<file path="config.mk">
export PLATFORM = sky130hd
export DESIGN_NAME = shift_out_tx_flat
export DESIGN_NICKNAME = d
export VERILOG_FILES = /design/src/rtl/shift_out_tx_if.sv /design/src/rtl/shift_out_tx.sv /design/src/flat_wrapper.sv
export SDC_FILE = /design/constraint.sdc
export NUM_CORES = 1
export LEC_CHECK = 0
export CORE_MARGIN = 1
export CORE_UTILIZATION = 36
export DETAILED_ROUTE_END_ITERATION = 6
export PLACE_DENSITY_LB_ADDON = 0.3
export SLEW_MARGIN = 25
export SYNTH_ARGS = -nofsm -noshare
export SYNTH_HDL_FRONTEND = slang
export SYNTH_SLANG_ARGS = --single-unit
</file>
<file path="constraint.sdc">
create_clock -name clk -period 1.55 [get_ports clk]
set_input_delay 0.31 -clock clk [delete_from_list [all_inputs] [get_ports clk]]
set_output_delay 0.31 -clock clk [all_outputs]
set_load 0.05 [all_outputs]
</file>
<file path="src/rtl/shift_out_tx_if.sv">
// Word handshake between the core-side producer and the serial shift-out transmitter.
// The master offers a word with in_valid; the slave signals it can take one with in_ready.
interface shift_out_tx_if #(
    parameter int BITS = 8
);
    logic            in_valid;
    logic            in_ready;
    logic [BITS-1:0] in;

    modport master (
        output in_valid,
        output in,
        input  in_ready
    );

    modport slave (
        input  in_valid,
        input  in,
        output in_ready
    );
endinterface

</file>
<file path="src/rtl/shift_out_tx.sv">
// Parallel-in, serial-out transmitter for a 74HC595-style chain.
// Shifts a captured word out MSB first on ser_clk, then pulses ser_latch so every output updates at once.
module shift_out_tx #(
    parameter int BITS = 8,
    parameter int DIV  = 1
) (
    input  logic           clk,
    input  logic           clear_n,
    shift_out_tx_if.slave  bus,
    output logic           ser_data,
    output logic           ser_clk,
    output logic           ser_latch,
    output logic           busy,
    output logic           done
);

    localparam int PW = (DIV > 1) ? $clog2(DIV) : 1;
    localparam int BW = (BITS > 1) ? $clog2(BITS) : 1;
    localparam logic [PW-1:0] PHASE_LAST = PW'(DIV - 1);
    localparam logic [BW-1:0] BIT_FIRST  = BW'(BITS - 1);

    typedef enum logic [1:0] {
        S_IDLE,
        S_LOW,
        S_HIGH,
        S_LATCH
    } state_t;

    state_t          r_state;
    state_t          w_stateNext;
    logic [PW-1:0]   r_phase;
    logic [PW-1:0]   w_phaseNext;
    logic [BW-1:0]   r_bitCnt;
    logic [BW-1:0]   w_bitCntNext;
    logic [BITS-1:0] r_shift;
    logic [BITS-1:0] w_shiftNext;
    logic            r_done;
    logic            w_doneNext;
    logic            w_phaseEnd;
    logic            w_idle;

    assign w_phaseEnd = (r_phase == PHASE_LAST);
    assign w_idle     = (r_state == S_IDLE);

    always_ff @(posedge clk or negedge clear_n) begin
        if (!clear_n) begin
            r_state  <= S_IDLE;
            r_phase  <= '0;
            r_bitCnt <= '0;
            r_shift  <= '0;
            r_done   <= 1'b0;
        end else begin
            r_state  <= w_stateNext;
            r_phase  <= w_phaseNext;
            r_bitCnt <= w_bitCntNext;
            r_shift  <= w_shiftNext;
            r_done   <= w_doneNext;
        end
    end

    // Every state lasts DIV cycles; the phase counter restarts on each state change.
    always_comb begin
        w_stateNext  = r_state;
        w_phaseNext  = r_phase;
        w_bitCntNext = r_bitCnt;
        w_shiftNext  = r_shift;
        w_doneNext   = 1'b0;

        case (r_state)
            S_IDLE: begin
                if (bus.in_valid) begin
                    w_stateNext  = S_LOW;
                    w_phaseNext  = '0;
                    w_bitCntNext = BIT_FIRST;
                    w_shiftNext  = bus.in;
                end
            end
            S_LOW: begin
                if (w_phaseEnd) begin
                    w_phaseNext = '0;
                    w_stateNext = S_HIGH;
                end else begin
                    w_phaseNext = r_phase + 1'b1;
                end
            end
            S_HIGH: begin
                if (w_phaseEnd) begin
                    w_phaseNext = '0;
                    if (r_bitCnt != '0) begin
                        w_bitCntNext = r_bitCnt - 1'b1;
                        w_shiftNext  = r_shift << 1;
                        w_stateNext  = S_LOW;
                    end else begin
                        w_stateNext = S_LATCH;
                    end
                end else begin
                    w_phaseNext = r_phase + 1'b1;
                end
            end
            S_LATCH: begin
                if (w_phaseEnd) begin
                    w_phaseNext = '0;
                    w_stateNext = S_IDLE;
                    w_doneNext  = 1'b1;
                end else begin
                    w_phaseNext = r_phase + 1'b1;
                end
            end
            default: begin
                w_stateNext = S_IDLE;
                w_phaseNext = '0;
            end
        endcase
    end

    // Data only changes when a new LOW phase begins, so it is settled well before each ser_clk rise.
    assign ser_data     = ((r_state == S_LOW) || (r_state == S_HIGH)) ? r_shift[BITS-1] : 1'b0;
    assign ser_clk      = (r_state == S_HIGH);
    assign ser_latch    = (r_state == S_LATCH);
    assign bus.in_ready = w_idle;
    assign busy         = ~w_idle;
    assign done         = r_done;

endmodule

</file>
<file path="src/flat_wrapper.sv">
// flat-port wrapper written by rule: the top's interface ports become plain ports
module shift_out_tx_flat 
#(
    parameter int BITS = 8,
    parameter int DIV  = 1
)
  (clk, clear_n, ser_data, ser_clk, ser_latch, busy, done, bus_in_valid, bus_in, bus_in_ready);
  shift_out_tx_if #(.BITS(BITS)) bus_i ();
  input  logic clk;
  input  logic clear_n;
  output logic ser_data;
  output logic ser_clk;
  output logic ser_latch;
  output logic busy;
  output logic done;
  input wire logic [$bits(bus_i.in_valid)-1:0] bus_in_valid;
  input wire logic [$bits(bus_i.in)-1:0] bus_in;
  output wire logic [$bits(bus_i.in_ready)-1:0] bus_in_ready;
  assign bus_i.in_valid = bus_in_valid;
  assign bus_i.in = bus_in;
  assign bus_in_ready = bus_i.in_ready;
  shift_out_tx #(.BITS(BITS), .DIV(DIV)) u_core (.clk(clk), .clear_n(clear_n), .bus(bus_i), .ser_data(ser_data), .ser_clk(ser_clk), .ser_latch(ser_latch), .busy(busy), .done(done));
endmodule
</file>
Yosys cells after proc, flatten, opt, wreduce, memory -nomap -nowiden
Cells that the tools add are included.

operators by class
  bitwise gates (word level) = 1
  eq/ne operators = 8
  magnitude comparators = 0
  add/subtract/negate cells = 2
  reductions and logical operators = 7
  shift-type cells = 0
  div/mod/pow operators = 0
  $mul = 0
  muxes and demuxes = 20

operator list
  cell                   number
  $mux W8                3
  $pmux W8 S2            1
  $mux W2                5
  $mux W3                3
  $ne A2 B2 Y1 const B   4
  $pmux W2 S4            1
  $reduce_and A4 Y1      2
  $pmux W3 S2            1
  $mux W1                5
  $eq A2 B2 Y1 const B   2
  $reduce_bool A3 Y1     1
  $reduce_or A3 Y1       1
  $sub A3 B1 Y3 const B  1
  $eq A2 B1 Y1 const B   1
  $logic_not A2 Y1       1
  $ne A2 B1 Y1 const B   1
  $pmux W1 S2            1
  $reduce_bool A2 Y1     1
  $add A1 B1 Y1 const B  1
  $logic_or A1 B1 Y1     1
  $not A1 Y1             1

storage, ports and cells
  latch bits = 0
  ROM bits = 0
  word-level logic and storage cells = 43
  bits in writable memories = 0
  memories kept = 0
  flip-flop bits (word level) = 15
  output and inout port bits = 6

Longest topological paths before layout
Gate-level depths: netlist (run 1).

  depth after elaboration = 4
  depth in mapped cells = 6
  depth with buffers taken out = 5

Least setup slack after synthesis (run 1)
OpenSTA, ideal clock, no wires.

  path kind = reg-to-reg
  start = reg u_core.r_state[0]
  end = reg u_core.r_bitCnt[0]
  data arrival time = 1.804 ns
  cell stages (with the launch flop) = 6
  setup slack = -0.379 ns
  data required time = 1.425 ns
  cells stage by stage = dfrtp_1 > inv_1 > ha_1 > mux2_4 > nand2_4 > mux2_4

on the way
  cells in the longest elaborated chain, start to end = 3
  elaborated cells on any way between the ends = 8
  those cells by class = eq/ne: 4; mux: 1; reduce/logical: 3

RTL lines
  element                                                       RTL line            RTL
  start, declared                                               shift_out_tx.sv:29  state_t r_state;
  start signal, assigned                                        shift_out_tx.sv:53  r_state <= w_stateNext;
  $logic_not A2 Y1 *                                            --
  net bus_in_ready                                              flat_wrapper.sv:18  output wire logic [$bits(bus_i.in_ready)-1:0] bus_in_ready;
  $ne A2 B2 Y1 (no line) or $reduce_bool A2 Y1 (tied branches)  --
  $reduce_and A4 Y1 (no line)                                   --
  end signal, assigned                                          shift_out_tx.sv:55  r_bitCnt <= w_bitCntNext;
  end, declared                                                 shift_out_tx.sv:33  logic [BW-1:0] r_bitCnt;

Mark *: on every way through the listed nets, which the timed path passes. The rest lies on a longest branch.
A chain may end at the register's enable or synchronous reset.

Final worst setup path (run 1)
  start = reg u_core.r_state[0]
  end = out ser_data

on the way
  cells in the longest elaborated chain, start to end = 3
  elaborated cells on any way between the ends = 4
  those cells by class = eq/ne: 2; mux: 1; reduce/logical: 1

RTL lines
  element                                       RTL line             RTL
  $eq A2 B1 Y1 or $eq A2 B2 Y1 (tied branches)  shift_out_tx.sv:117  assign ser_data = ((r_state == S_LOW) || (r_state == S_HIGH)) ? r_shift[BITS-1] : 1'b0;
  $logic_or A1 B1 Y1 *                          shift_out_tx.sv:117
  $mux W1 *                                     shift_out_tx.sv:117
  end, declared                                 flat_wrapper.sv:11   output logic ser_data;

Every way passes the cells marked *; elsewhere a longest branch is shown, timed or not.

==> results of run 1 <==
==> routing by layer <==
metal / share of wire / global-route usage / wire (um) / up-vias
li1: - / - / - / 305
met4: 0.011 / 0.07353 / 17 / 0
met3: 0.022 / 0.05660 / 33 / 2
met2: 0.52 / 0.2269 / 774 / 10
met1: 0.45 / 0.1615 / 676 / 277
met5: 0 / 0 / 0 / -
==> area by class of cell <==
| class | instances | area (um^2) | share of cell area |
|---|---|---|---|
| Multi-Input combinational cell | 46 | 451.7 | 0.3737 |
| Sequential cell | 14 | 351.6 | 0.2909 |
| Timing Repair Buffer | 27 | 310.3 | 0.2567 |
| Clock buffer | 4 | 36.28 | 0.03002 |
| Tap cell | 27 | 33.78 | 0.02795 |
| Inverter | 6 | 25.02 | 0.02070 |
==> Yosys cell counts, drive strengths merged <==
cell    count  area share
a22o        1       0.011
or2b        1      0.0095
buf         3       0.027
nand3b      1       0.025
nand2       3       0.024
dfrtp      14        0.45
mux2        3       0.057
a31oi       8       0.064
a21oi      10       0.068
a41oi       1       0.021
inv         6       0.029
nor2b       1      0.0080
nor2        2      0.0095
o31ai       1      0.0095
and2        1      0.0080
ha          6       0.095
mux2i       7       0.089
==> power by group through the flow <==
stage               clock network, mW  registers, mW  logic, mW
detailed placement                  0          0.658       1.63
finish                          0.263          0.668       1.89
CTS                             0.268          0.646       1.74
global placement                    0          0.651       1.61
floorplan                           0          0.672       1.05
global route                    0.300          0.688       2.02
==> metrics by stage <==
stage,instance area [um^2],power [mW],util,hold WS [ns],instances
after detailed placement,1082,2.292,0.5406,0.5154,117
final,1209,2.821,0.6038,0.3250,124
after global routing,1209,3.011,0.6038,0.3202,124
after global placement,1082,2.261,0.5406,0.5112,117
after floorplan,802.0,1.722,-,0.01441,69
after CTS,1136,2.652,0.5675,0.3290,121
==> flip-flops by register name, summed over array words and instances, names as in the netlist <==
| register | cells |
|---|---|
| u_core.r_state | 2 |
| u_core.r_bitCnt | 3 |
| u_core.done | 1 |
| u_core.r_shift | 8 |
==> kinds of logic after synthesis <==
group                      share of synthesized area
and+or+nand+nor                              0.08428
AOI/OAI and AO/OA                             0.1733
DFF                                           0.4452
buffers and inverters                        0.05564
adders and majority gates                    0.09539
muxes                                         0.1463
==> placed cells by master (no fill, tap or decap) <==
cell type	n
dfrtp_1	13
clkdlybuf4s50_1	10
buf_4	9
a31oi_1	8
mux2i_1	7
a21oi_2	6
buf_12	6
a21oi_1	4
inv_1	3
mux2_4	3
ha_4	3
ha_1	3
clkbuf_4	3
inv_2	2
nor2_1	2
nand2_1	2
buf_6	2
inv_4	1
and2_4	1
nand3b_4	1
a41oi_2	1
nand2_4	1
or2b_1	1
nor2b_1	1
o31ai_1	1
a22o_1	1
clkbuf_8	1
dfrtp_2	1
==> worst min-delay path by stage <==
stage | start | end | slack (ns) | depth (start not counted)
after CTS | clear_n | u_core.r_shift[7] | 0.33 | 2
after detailed placement | u_core.r_shift[0] | u_core.r_shift[0] | 0.52 | 1
after floorplan | clear_n | u_core.done | 0.01 | 0
after global routing | clear_n | u_core.r_shift[7] | 0.32 | 2
final | clear_n | u_core.r_shift[7] | 0.33 | 2
after global placement | u_core.r_shift[0] | u_core.r_shift[0] | 0.51 | 1
==> timing repair <==
action / CTS / global route
gates resized for setup: 6 / 11
buffers inserted: 1 / 3
endpoints found under the setup margin: 4 / 12
==> summary.md, run 1 <==
| Metric | Value |
|---|---|
| Worst reg2reg path depth | `5` |
| Critical path's top delay family | `flip-flops` |
| Syn nets | `86` |
| Fin Setup TNS | `-0.09491 ns` |
| Clock sink count | `14` |
| Fmax | `627.1 MHz` |
| First-pass GRT wire length | `2449 um` |
| Final GP Congestion | `0.7234` |
| Initial core utilization | `0.3931` |
| Area Overhead vs Synth | `53.58%` |
| Setup crit start kind | `flop` |
| WP data arrival | `1.28 ns` |
| Sw Ratio | `0.4157` |
| Peak VDD IR | `1.090 mV` |
| DR iter-0 viols | `3` |
| TritonCTS clock tree | `done` |
| PortBufs | `16` |
| Pwr Density | `2334 nW/um^2` |
| Ys Warns | `0` |
| CTS Hold Buffers Added | `0` |
| Full die area | `2377 um^2` |
| WL/cell | `12.11 um` |
| Fillers | `173` |
| RSZ-0062 raised after global routing | `yes` |
| DP HPWL | `1033 um` |
| WP depth | `4` |
| Clock Latency Late Sink | `0.28 ns` |
| Row count | `16` |
| Nets | `115` |
| Max Root-Sink Buffers | `2` |
| HP Class | `input port to async pin` |
| FF-to-FF Start | `u_core.r_state[0]` |
| Worst slew margin | `0.8321` |
| Period utilisation layout | `1.029` |
| Max Cap Violations | `0` |
| Core area | `2002 um^2` |
| Crit. Startpoint | `u_core.r_state[0]` |
| Total net switching power | `1.173 mW` |
| Cell variety after synth | `20` |
| Synthesis-stage register bit count | `14` |
| Post-Place Worst Slack | `-0.02036 ns` |
| Avg Inst Size Synth | `11.41 um^2` |
| Worst Tran Pin Value | `0.2497 ns` |
| Sequential area share after synthesis | `0.4452` |
| Final worst slack | `-0.04458 ns` |
| Diode count | `0` |
| Initial antenna violation count | `0` |
| Die Ht | `48.76 um` |
| Total CTS buffers | `3` |
| Vias per cell | `4.790` |
| Largest net degree at the start of global routing | `15` |
| Crit path max-delay cell type | `dfrtp_1` |
| Routed WL | `1502 um` |
| Critical Path Sink Type | `primary output` |
| # DRC | `0` |
| Period minus WS final | `1.595 ns` |
| Num ports | `17` |
| Syn Inst Count | `69` |
| Final-report hold violation count | `0` |
| CP peak stage delay | `0.41 ns` |
| Total global-route track usage | `0.1417` |
| Clk_skew | `0.007631 ns` |
| GR Overflow Total | `0` |
| WP buf/inv | `2` |
| Capture point of the worst reg-to-reg path | `u_core.r_bitCnt[0]` |
| DRT Pass-1 Iters | `3` |
| Worst R2R Setup Slack | `-0.03 ns` |
| Clk pin slew, worst setup/hold paths | `0.09 ns` |
| Pleak | `0.5352 nW` |
| Final Slew Violations | `0` |
| Sequential share of power | `0.237` |
| ANT nets after route | `0` |
| Cell-internal power | `1.648 mW` |
| Clk pwr share | `0.093` |
| Die width | `48.76 um` |
| Root buffer cell | `clkbuf_4` |
| H-tree lvl count | `1` |
| Worst Path Max Fanout | `3` |
| Combinational cell fraction of total power | `0.670` |
| Setup Crit Path Kind | `flop to primary output` |
| Crit path capture | `ser_data` |
| Vias in the first global route | `554` |
| Outcome | `finished with violations` |
| CP Cell Sequence | `inv_2 > ha_4 > and2_4 > buf_12` |
| Share of cells above drive strength 1 | `0.4227` |
| Final setup vio count | `3` |
| Failing checks | `setup timing` |
| Critical Path RT | `1.24 ns` |
| Area of the mapped netlist | `787.0 um^2` |
| Vias | `594` |
No activity file was read; power rests on OpenSTA's default activity.
==> inputs of run 2 (changes only) <==
--- a/config.mk
+++ b/config.mk
@@ -5,9 +5,12 @@
 export SDC_FILE = /design/constraint.sdc
 export NUM_CORES = 1
 export LEC_CHECK = 0
+export ABC_AREA = 1
+export CAP_MARGIN = 20
 export CORE_MARGIN = 1
 export CORE_UTILIZATION = 36
 export DETAILED_ROUTE_END_ITERATION = 6
+export GPL_ROUTABILITY_DRIVEN = 0
 export PLACE_DENSITY_LB_ADDON = 0.3
 export SLEW_MARGIN = 25
 export SYNTH_ARGS = -nofsm -noshare
==> run 2 against run 1 <==
The run still ends with setup timing left. Register-to-register slack better by 0.12 ns. Sequential share of layout area up 0.24 points. Critical path depth down 1. Synthesized area up 3.5%. Non-clock buffer count down 1. Hold slack better by 0.0061 ns. Critical endpoint is now ser_clk.
==> summary.md, run 2 <==
| Metric | Value |
|---|---|
| Setup crit start kind | `flop` |
| RSZ-0062 raised after global routing | `yes` |
| Routed WL | `1677 um` |
| Largest Register | `u_core.r_shift` |
| Core area | `2042 um^2` |
| CP Cell Sequence | `inv_2 > ha_2 > buf_12` |
| Placed cell area | `1075 um^2` |
| Most frequent cells in the layout | `nand2_1, dfrtp_1, nand3_1, clkdlybuf4s50_1, buf_4` |
| Hold slack | `0.3311 ns` |
| Fillers | `180` |
| Outcome | `finished with violations` |
| Setup Crit Path Kind | `flop to primary output` |
| Syn Inst Count | `110` |
| Fmax | `637.0 MHz` |
| Die width | `49.57 um` |
| Sequential area share after synthesis | `0.4301` |
| Fin util | `0.5870` |
| DR iter-0 viols | `6` |
| HP Class | `input port to async pin` |
| Diode count | `0` |
| Post-synthesis async set-or-reset flop share | `1.000` |
| Ys Warns | `0` |
| WL/cell | `10.23 um` |
| Initial core utilization | `0.3989` |
| Initial antenna violation count | `0` |
| Synthesis-stage register bit count | `14` |
| Crit. Startpoint | `u_core.r_state[0]` |
| DRT Pass-1 Iters | `4` |
| Avg Inst Size Synth | `7.405 um^2` |
| Vias in the first global route | `679` |
| First-pass GRT wire length | `2939 um` |
| Critical path's top delay family | `flip-flops` |
| Num ports | `17` |
| CP peak stage delay | `0.40 ns` |
| CTS Hold Buffers Added | `0` |
| Vias per cell | `4.549` |
| Max Root-Sink Buffers | `2` |
| Worst Path Max Fanout | `7` |
| Critical Path Sink Type | `primary output` |
| Final Slew Violations | `0` |
| Clock Latency Late Sink | `0.28 ns` |
| Cell variety after synth | `14` |
| H-tree lvl count | `1` |
| # DRC | `0` |
| WP data arrival | `1.26 ns` |
| Fin Setup TNS | `-0.01977 ns` |
| Pwr Density | `2363 nW/um^2` |
| Vias | `746` |
| Post-synth EDFFs | `0` |
| Total CTS buffers | `3` |
| Root buffer cell | `clkbuf_4` |
| Area of the mapped netlist | `814.5 um^2` |
| WP buf/inv | `2` |
| Post-Place Worst Slack | `0.1059 ns` |
| Period utilisation layout | `1.013` |
| Top-area cell type share of the netlist area | `0.4301` |
| FF-to-FF Start | `u_core.r_state[0]` |
| Pleak | `0.6318 nW` |
| Clk pin slew, worst setup/hold paths | `0.08 ns` |
| PortBufs | `16` |
| Total global-route track usage | `0.1569` |
| Area leader, netlist | `dfrtp_1` |
| Period minus WS final | `1.570 ns` |
| Largest net degree at the start of global routing | `15` |
| Failing checks | `setup timing` |
| Area Overhead vs Synth | `47.16%` |
| DP HPWL | `1273 um` |
| Die Ht | `49.57 um` |
| Fin area | `1199 um^2` |
| GR Overflow Total | `0` |
| Most common cell after layout, fill and taps aside | `nand2_1` |
| TritonCTS clock tree | `done` |
| Synth area leaders | `dfrtp_1, nand2_1, ha_1` |
| Max Cap Violations | `0` |
| Max reg flops | `8` |
| Top FF cell, synth | `dfrtp_1` |
| Final setup vio count | `1` |
| Final worst slack | `-0.01977 ns` |
| Clk_skew | `0.0005173 ns` |
| ANT nets after route | `0` |
| Row count | `16` |
| Worst slew margin | `0.8706` |
| Biggest regs | `u_core.r_shift: 8 flops, u_core.r_bitCnt: 3 flops, u_core.r_state: 2 flops` |
| Crit path max-delay cell type | `dfrtp_1` |
| Share of cells above drive strength 1 | `0.2482` |
| Final-report hold violation count | `0` |
| Peak VDD IR | `1.823 mV` |
| Syn nets | `127` |
| Critical Path RT | `1.24 ns` |
| Nets | `155` |
| Worst Tran Pin Value | `0.1941 ns` |
| Top cells by count, synth | `nand2_1, dfrtp_1, nand3_1, inv_1, ha_1` |
| Clock sink count | `14` |
| Full die area | `2457 um^2` |
| Top-count cell post-synth | `nand2_1` |
==> run 2: changes by cell type after synthesis, moves of 2 or more <==
cell | previous run | this run
inv_1 | 6 | 9
mux2_4 | 3 | 0
buf_2 | 2 | 0
nand2_2 | 0 | 3
nand2_1 | 2 | 56
a21oi_1 | 9 | 1
a31oi_1 | 8 | 0
mux2i_1 | 7 | 0
nand3_1 | 0 | 10
nor2_1 | 2 | 4
==> run 2: worst reg2reg max path: cells and delay by family (launching register included) <==
kind / cells / cell delay [ns]
adders and majority gates: 1 / 0.17
buffers and inverters: 4 / 0.51
DFF: 1 / 0.40
and+or+nand+nor: 4 / 0.29
==> run 2: layer usage <==
layer,vias up,GRT usage,wire length (um)
met5,-,0,0
met3,3,0.03086,33
met1,342,0.2112,780
met4,0,0.05714,21
met2,10,0.2477,842
li1,391,-,-
==> run 2: power breakdown <==
| group | leakage [nW] | internal (mW) | total [mW] | switching [mW] |
|---|---|---|---|---|
| clock network | 0.0210 | 0.143 | 0.260 | 0.117 |
| registers | 0.171 | 0.553 | 0.674 | 0.122 |
| logic | 0.440 | 0.835 | 1.90 | 1.06 |
| total | 0.632 | 1.53 | 2.83 | 1.30 |
==> run 2: cell families (layout without fill, tap and decap cells) <==
family / count (synthesis) / count (layout) / share of synthesized area
DFF: 14 / 14 / 0.4301
adders and majority gates: 6 / 6 / 0.09216
and+or+nand+nor: 75 / 75 / 0.3825
AOI/OAI and AO/OA: 2 / 2 / 0.01228
buffers and inverters: 13 / 40 / 0.08294
==> run 2: area by class of cell <==
cell class	instances	area [um^2]	share of cell area
tap	27	33.78	0.02818
multi-input combinational	83	449.2	0.3747
sequential	14	351.6	0.2933
clock buffer	4	36.28	0.03027
timing repair buffer	26	286.5	0.2390
inverter	10	41.29	0.03445
==> run 2: what timing repair did <==
| item | in CTS | in global routing |
|---|---|---|
| setup endpoints to repair | 3 | 14 |
| buffers inserted | 3 | 3 |
| endpoints found under the hold margin | 0 | 0 |
| gates resized for setup | 3 | 7 |
| gates cloned | 0 | 0 |
| pin swaps | 0 | 1 |
==> run 2: metrics by stage <==
step,instances,power [mW]
CTS,161,2.667
floorplan,110,1.791
detailed placement,154,2.330
global route,164,3.085
finish,164,2.832
global placement,154,2.289
==> run 2: worst paths after layout <==
path                                           to  slack [ns]  cells after the start
max in group asynchronous       u_core.r_state[1]        1.04                      2
worst min register to register  u_core.r_shift[0]        0.48                      2
worst min-delay path            u_core.r_state[1]        0.33                      2
worst max register to register  u_core.r_shift[0]        0.09                      9
min in group clk                u_core.r_shift[0]        0.48                      2
worst max-delay path                      ser_clk       -0.02                      3
==> inputs of run 3 (changes only) <==
--- a/config.mk
+++ b/config.mk
@@ -11,6 +11,7 @@
 export CORE_UTILIZATION = 36
 export DETAILED_ROUTE_END_ITERATION = 6
 export GPL_ROUTABILITY_DRIVEN = 0
+export MAX_ROUTING_LAYER = met4
 export PLACE_DENSITY_LB_ADDON = 0.3
 export SLEW_MARGIN = 25
 export SYNTH_ARGS = -nofsm -noshare
==> run 3 against run 2 <==
Sequential power hardly changed. Routed wire length is 0.12% lower. Combinational power hardly changed. Clock power hardly changed. The flow still finishes with violations (setup timing). Largest cell class unchanged. First-iteration DRC count stayed put. Largest power group unchanged. Critical path type unchanged. Die area stayed put.
==> summary.md, run 3 (synthesis gave the netlist of run 2 again) <==
| Metric | Value |
|---|---|
| Pwr Density | `2362 nW/um^2` |
| Worst Path Max Fanout | `7` |
| Period utilisation layout | `1.013` |
| FF-to-FF Start | `u_core.r_state[0]` |
| First-pass GRT wire length | `2946 um` |
| Worst slew margin | `0.8706` |
| Initial core utilization | `0.3989` |
| Num ports | `17` |
| TritonCTS clock tree | `done` |
| CTS Hold Buffers Added | `0` |
| Final setup vio count | `1` |
| Fillers | `180` |
| Setup crit start kind | `flop` |
| PortBufs | `16` |
| Failing checks | `setup timing` |
| Period minus WS final | `1.570 ns` |
| RSZ-0062 raised after global routing | `yes` |
| Clock Latency Late Sink | `0.28 ns` |
| Peak VDD IR | `1.823 mV` |
| Biggest regs | `u_core.r_shift: 8 flops, u_core.r_bitCnt: 3 flops, u_core.r_state: 2 flops` |
| Outcome | `finished with violations` |
| Capture point of the worst reg-to-reg path | `u_core.r_shift[0]` |
| Clk pin slew, worst setup/hold paths | `0.08 ns` |
| Max Root-Sink Buffers | `2` |
| Fin util | `0.5870` |
| H-tree lvl count | `1` |
| Critical Path RT | `1.24 ns` |
| Largest Register | `u_core.r_shift` |
| Full die area | `2457 um^2` |
| Final Slew Violations | `0` |
| Largest net degree at the start of global routing | `15` |
| Clk_skew | `0.0005232 ns` |
| Area Overhead vs Synth | `47.16%` |
| Max Cap Violations | `0` |
| Total CTS buffers | `3` |
| Diode count | `0` |
| Share of cells above drive strength 1 | `0.2482` |
| Worst reg2reg path depth | `9` |
| Initial antenna violation count | `0` |
| Critical Path Sink Type | `primary output` |
| Clock sink count | `14` |
| Final-report hold violation count | `0` |
| Die width | `49.57 um` |
| Root buffer cell | `clkbuf_4` |
| HP Class | `input port to async pin` |
| Nets | `155` |
| Routed WL | `1675 um` |
| Total global-route track usage | `0.1613` |
| Most common cell after layout, fill and taps aside | `nand2_1` |
| Row count | `16` |
| Die Ht | `49.57 um` |
| WP data arrival | `1.26 ns` |
| Final worst slack | `-0.01974 ns` |
| Placed cell area | `1075 um^2` |
| Vias in the first global route | `678` |
| Most frequent cells in the layout | `nand2_1, dfrtp_1, nand3_1, clkdlybuf4s50_1, buf_4` |
| Worst R2R Setup Slack | `0.09 ns` |
| DP HPWL | `1273 um` |
| Vias per cell | `4.543` |
| Fin area | `1199 um^2` |
| Setup Crit Path Kind | `flop to primary output` |
| Worst Tran Pin Value | `0.1941 ns` |
| Max reg flops | `8` |
| Vias | `745` |
| ANT nets after route | `0` |
| DR iter-0 viols | `6` |
| DRT Pass-1 Iters | `4` |
| WL/cell | `10.21 um` |
| GR Overflow Total | `0` |
| # DRC | `0` |
| Fmax | `637.0 MHz` |
| Pleak | `0.6318 nW` |
| Core area | `2042 um^2` |
[run 3: cell counts in the layout (fill, tap and decap cells not counted)]
Identical to the previous run, type by type.
[run 3: timing repair]
item,in CTS,in global routing
gates cloned,0,0
gates resized for setup,3,7
setup endpoints to repair,3,14
pin swaps,0,1
endpoints found under the hold margin,0,0
setup buffers,3,3
[run 3: final cells by class]
cell class                 instances  area (um^2)  area share
sequential                        14        351.6      0.2933
clock buffer                       4        36.28     0.03027
timing repair buffer              26        286.5      0.2390
multi-input combinational         83        449.2      0.3747
inverter                          10        41.29     0.03445
tap                               27        33.78     0.02818
[run 3: worst max path at each step]
stage | start | end | slack [ns] | cells past startpoint
floorplan | u_core.r_state[1] | u_core.r_shift[0] | -0.08 | 8
global route | u_core.r_state[0] | ser_clk | -0.08 | 3
detailed placement | u_core.r_state[1] | u_core.r_shift[0] | 0.11 | 8
global placement | u_core.r_state[1] | u_core.r_shift[0] | 0.13 | 8
finish | u_core.r_state[0] | ser_clk | -0.02 | 3
CTS | u_core.r_state[0] | ser_clk | -0.01 | 3
[run 3: stage by stage]
stage	hold slack, ns	cells	setup TNS (ns)	power (mW)	worst slack [ns]
3_3_place_gp	0.4579	154	0	2.289	0.1302
5_1_grt	0.3369	164	-0.2435	3.085	-0.07942
4_1_cts	0.3373	161	-0.01749	2.667	-0.009836
3_5_place_dp	0.4649	154	0	2.330	0.1059
6_report	0.3308	164	-0.01974	2.832	-0.01974
2_1_floorplan	0.01441	110	-0.7373	1.791	-0.08488
[run 3: worst max-delay path, stage by stage, from the launching register on]
cell     delay [ns]
dfrtp_1        0.40
inv_2          0.12
ha_2           0.30
buf_12         0.16
[run 3: metal layers]
metal	vias up	part of all wire	track usage	wire length, um
met5	-	0	-	0
met3	3	0.022	0.03086	37
met1	341	0.46	0.2112	775
li1	391	-	-	-
met4	0	0.013	0.05714	21
met2	10	0.50	0.2477	841
[run 3: where the power goes]
group          total, mW  switching, mW  internal [mW]  leakage (nW)
clock network      0.260          0.117          0.143        0.0210
registers          0.674          0.122          0.553         0.171
logic               1.90           1.06          0.835         0.440
